### config.mk
export PLATFORM = sky130hd
export DESIGN_NAME = controle_ula
export DESIGN_NICKNAME = d
export VERILOG_FILES = /design/src/rtl/controle_ula.sv
export SDC_FILE = /design/constraint.sdc
export NUM_CORES = 1
export LEC_CHECK = 0
export BUFFER_PORTS_ARGS = -buffer_cell sky130_fd_sc_hd__buf_2
export CAP_MARGIN = 30
export CORE_ASPECT_RATIO = 1.2
export CORE_UTILIZATION = 55
export CTS_BUF_LIST = sky130_fd_sc_hd__clkbuf_8
export DETAILED_ROUTE_END_ITERATION = 12
export PLACE_DENSITY = 0.84
export SLEW_MARGIN = 20
export SYNTH_ARGS = -nofsm -noshare
export SYNTH_HDL_FRONTEND = slang
export SYNTH_SLANG_ARGS = --single-unit
### constraint.sdc
create_clock -name clock -period 5.2 [get_ports clock]
set_clock_uncertainty 0.1 [all_clocks]
set_input_delay 1.56 -clock clock [delete_from_list [all_inputs] [get_ports clock]]
set_output_delay 1.56 -clock clock [all_outputs]
set_load 0.05 [all_outputs]
### src/rtl/controle_ula.sv
// controle_ula: issuing unit in front of the 8-bit ALU.
// Accepts one request at a time, drives the ALU operand/op-select inputs,
// captures result and zero flag, and holds the response until consumed.
// MUL (low byte of unsigned 8x8) is built from eight shift-and-add passes
// through the ALU adder.
module controle_ula (
   input  logic       clock,
   input  logic       reset,
   input  logic       req_valid,
   output logic       req_ready,
   input  logic [2:0] req_op,
   input  logic [7:0] req_a,
   input  logic [7:0] req_b,
   output logic [7:0] ula_entrada1,
   output logic [7:0] ula_entrada2,
   output logic [2:0] ula_sinal,
   input  logic [7:0] ula_saida,
   input  logic       ula_zero,
   output logic       resp_valid,
   input  logic       resp_ready,
   output logic [7:0] resp_resultado,
   output logic       resp_zero,
   output logic       resp_erro
);

   localparam logic [2:0] OP_AND = 3'b000;
   localparam logic [2:0] OP_ADD = 3'b010;
   localparam logic [2:0] OP_SLT = 3'b100;
   localparam logic [2:0] OP_MUL = 3'b101;

   typedef enum logic [1:0] {
      OCIOSO   = 2'd0,
      EXECUTA  = 2'd1,
      MULT     = 2'd2,
      RESPOSTA = 2'd3
   } estado_t;

   estado_t    estado_q, estado_d;
   logic [2:0] op_q, op_d;
   logic [7:0] a_q, a_d;
   logic [7:0] b_q, b_d;
   logic [7:0] acc_q, acc_d;
   logic [7:0] mcand_q, mcand_d;
   logic [7:0] mplier_q, mplier_d;
   logic [2:0] cont_q, cont_d;
   logic [7:0] resultado_q, resultado_d;
   logic       zero_q, zero_d;
   logic       erro_q, erro_d;

   // State and datapath registers; reset clears everything immediately.
   always_ff @(posedge clock or posedge reset) begin
      if (reset) begin
         estado_q    <= OCIOSO;
         op_q        <= 3'b000;
         a_q         <= 8'h00;
         b_q         <= 8'h00;
         acc_q       <= 8'h00;
         mcand_q     <= 8'h00;
         mplier_q    <= 8'h00;
         cont_q      <= 3'd0;
         resultado_q <= 8'h00;
         zero_q      <= 1'b0;
         erro_q      <= 1'b0;
      end else begin
         estado_q    <= estado_d;
         op_q        <= op_d;
         a_q         <= a_d;
         b_q         <= b_d;
         acc_q       <= acc_d;
         mcand_q     <= mcand_d;
         mplier_q    <= mplier_d;
         cont_q      <= cont_d;
         resultado_q <= resultado_d;
         zero_q      <= zero_d;
         erro_q      <= erro_d;
      end
   end

   // Next-state, register updates and ALU drive, defaults first.
   always_comb begin
      estado_d     = estado_q;
      op_d         = op_q;
      a_d          = a_q;
      b_d          = b_q;
      acc_d        = acc_q;
      mcand_d      = mcand_q;
      mplier_d     = mplier_q;
      cont_d       = cont_q;
      resultado_d  = resultado_q;
      zero_d       = zero_q;
      erro_d       = erro_q;
      ula_entrada1 = 8'h00;
      ula_entrada2 = 8'h00;
      ula_sinal    = OP_AND;

      unique case (estado_q)
         OCIOSO: begin
            if (req_valid) begin
               op_d = req_op;
               a_d  = req_a;
               b_d  = req_b;
               if (req_op <= OP_SLT) begin
                  estado_d = EXECUTA;
               end else if (req_op == OP_MUL) begin
                  acc_d    = 8'h00;
                  mcand_d  = req_a;
                  mplier_d = req_b;
                  cont_d   = 3'd0;
                  estado_d = MULT;
               end else begin
                  // Illegal op: answer straight away with the error flag.
                  resultado_d = 8'h00;
                  zero_d      = 1'b1;
                  erro_d      = 1'b1;
                  estado_d    = RESPOSTA;
               end
            end
         end

         EXECUTA: begin
            ula_entrada1 = a_q;
            ula_entrada2 = b_q;
            ula_sinal    = op_q;
            resultado_d  = ula_saida;
            zero_d       = ula_zero;
            erro_d       = 1'b0;
            estado_d     = RESPOSTA;
         end

         MULT: begin
            // One shift-and-add step: add the shifted multiplicand when the
            // current multiplier bit is set, otherwise add zero.
            ula_entrada1 = acc_q;
            ula_entrada2 = mplier_q[0] ? mcand_q : 8'h00;
            ula_sinal    = OP_ADD;
            acc_d        = ula_saida;
            mcand_d      = {mcand_q[6:0], 1'b0};
            mplier_d     = {1'b0, mplier_q[7:1]};
            cont_d       = cont_q + 3'd1;
            if (cont_q == 3'd7) begin
               resultado_d = ula_saida;
               zero_d      = ula_zero;
               erro_d      = 1'b0;
               estado_d    = RESPOSTA;
            end
         end

         RESPOSTA: begin
            if (resp_ready) begin
               estado_d = OCIOSO;
            end
         end

         default: begin
            estado_d = OCIOSO;
         end
      endcase
   end

   // Handshake outputs decoded from state; response data straight from flops.
   always_comb begin
      req_ready      = (estado_q == OCIOSO) && !reset;
      resp_valid     = (estado_q == RESPOSTA);
      resp_resultado = resultado_q;
      resp_zero      = zero_q;
      resp_erro      = erro_q;
   end

endmodule

==> results.toml <==
[clock_network]
clock-sinks = 58
ctsResizeCount = 0
clk_path_buf_depth = 2
post_cts.repair.setup_buffers = 0
cts_buffers = 9
cts_hold_buf = 0
clk_pin_slew_worst_paths_ns = 0.07
clock_latency_ns = 0.33
clockRootBuffer = "clkbuf_8"
h-tree-depth = 3
cts_tree = "built"

[route]
postRouteAntennaNets = 0
viasPerCell = 5.85
first_iter_violations = 124
vias = 2269
wl_per_cell_um = 17.2
drc = 0
dr.pass1.iters = 4
finalWirelength_um = 6680

[sta]
relSlewSlack_pct = 62.3
period_share_pct = 77.2
rsz0062_at_grt = "false"
slew_viol_final = 0
final.setup.worst_slack_ns = 1.18
clock.fmax_mhz = 249
finalSetupViolCount = 0
period_needed_ns = 4.02
tightestPinTransition_ns = 0.566
final_hold_viol_count = 0
hold_slack_ns = 0.406
finalSetupTns_ns = 0

[hold_path]
hp-start = "resp_zero"
hold_depth = 1
hp-class = "flip-flop to flip-flop"
min_to = "resp_zero"

[flow_run]
maxCapViolations = 0

[global_routing]
gr-total-overflow = 0
grt_pass1_wl_um = 11200
grt_pass1_vias = 2301
grt_max_degree = 43
antenna_found_initial = 0
grtUsageTotal_pct = 25.0

[place]
gp_congestion = 0.767
hpwl_um = 4530
pre_cts_ws_ns = 1.48
port_buffers = 62

[floorplan]
ios = 63
rows = 29
die_w_um = 69.6
fp.dieArea_um2 = 5790
die_h_um = 83.1
core_um2 = 5300
initial_core_util_pct = 56.9

[power]
power_density_nw_per_um2 = 760
power.leakage_uw = 0.00170
power_uw = 2720
irDropWorstVdd_v = 0.000397

[critical_path]
regToRegSetupSlack_ns = 2.83
worstPathArrival_ns = 2.36
r2r-start = "estado_q[0]"
rr_endpoint = "resp_zero"
cp_max_fo = 15
worstSetupStartpointType = "flip-flop"
r2r_cells = 7
crit_path_end_kind = "output port"
critical_path_class = "flip-flop to output port"
cp_data_required_time_ns = 3.54

[logic_synthesis]
syn_area_per_cell_um2 = 11.6
ys_seq_elements = 58
ys_warn_count = 0
synthTopCellsByArea = "dfrtp_1 48%, mux2_2 13%, a22o_1 5.2%"
synth_fp_nets = 299
syn-cell-area_um2 = 3020
synth.distinct_cells = 35
ys_seq_area_share_pct = 48.1
postSynthCellCount = 260
synth_top_area_share_pct = 48.1
synth_area_leader_cell = "dfrtp_1"

[layout]
drive_gt1_share_pct = 39.3
final_common_cell = "buf_2"
most-common-layout-cells = "62 x buf_2, 58 x dfrtp_1, 35 x mux2_2"
syn2layout_area_growth_pct = 18.6
layout.nets = 360
num_antenna_cells = 0

[status]
status = "complete, no violations"
critical path, stage by stage (launching register included):
cell and delay, ns:
dfrtp_1 0.40, inv_1 0.09, ha_1 0.59, and3_1 0.47, a22o_1 0.21, buf_2 0.26
power breakdown:
part / internal (uW) / switching (uW) / total (uW)
Sequential: 668 / 147 / 814
Combinational: 618 / 916 / 1530
Clock: 184 / 188 / 372
Total: 1470 / 1250 / 2720
sequential cells by signal, summed over array words and instances, names as in the netlist:
register and flops:
a_q 8, acc_q 8, b_q 8, mcand_q 8, mplier_q 8, resp_resultado 8
cont_q 3, op_q 3, estado_q 2, resp_erro 1, resp_zero 1
routing by layer:
layer	part of all wire [%]	track usage [%]
met1	44	32.6
met3	3.9	6.07
met4	1.2	7.79
met2	51	41.0
met5	0	0
cell usage after synthesis (all sizes together):
library cell,count
a22o,18
mux2,35
nand4b,1
a2bb2oi,13
and4b,1
ha,7
nand2b,1
o21ai,3
and3,3
nor2b,16
nand3,2
buf,10
inv,17
and2,1
nor4b,1
a31oi,1
nand3b,1
a22oi,8
nand2,11
nor2,9
a21boi,1
o211ai,1
dfrtp,58
or3,1
o2bb2ai,1
o221a,13
a221oi,2
a211oi,1
clkbuf,11
mux2i,11
a21oi,1
per-stage QoR:
| stage | std cells | cell area, um^2 | utilization, % |
|---|---|---|---|
| after floorplan | 260 | 3020 | - |
| after global placement | 369 | 3360 | 63.3 |
| after detailed placement | 370 | 3360 | 63.5 |
| after CTS | 386 | 3540 | 66.9 |
| after global routing | 388 | 3580 | 67.5 |
| final | 388 | 3580 | 67.5 |
worst max path at each step:
stage	startpoint	cells after the start	to	slack [ns]
after floorplan	reset	1	req_ready	1.29
after CTS	estado_q[1]	5	ula_entrada2[6]	1.12
final	estado_q[0]	5	ula_entrada2[6]	1.18
after global placement	reset	3	req_ready	1.52
after global routing	estado_q[0]	5	ula_entrada2[6]	1.04
after detailed placement	estado_q[1]	5	ula_entrada2[6]	1.48
kinds of logic (layout without fill, tap and decap cells):
family / Yosys count / count (layout) / synth area share, %
fa+ha+maj: 7 / 7 / 2.90
mux: 46 / 46 / 16.7
simple gates: 48 / 48 / 8.54
buf+inv: 38 / 104 / 5.39
flops: 58 / 58 / 48.1
compound gates: 63 / 63 / 18.3
cell type report:
cell class	count	area, um^2
clock buffer	10	138
clock inverter	6	42.5
fill	417	1720
inverter	17	63.8
multi-input combinational	164	1410
sequential	58	1450
tap	62	77.6
timing repair buffer	71	398
Power figures use the tool's default switching activity.
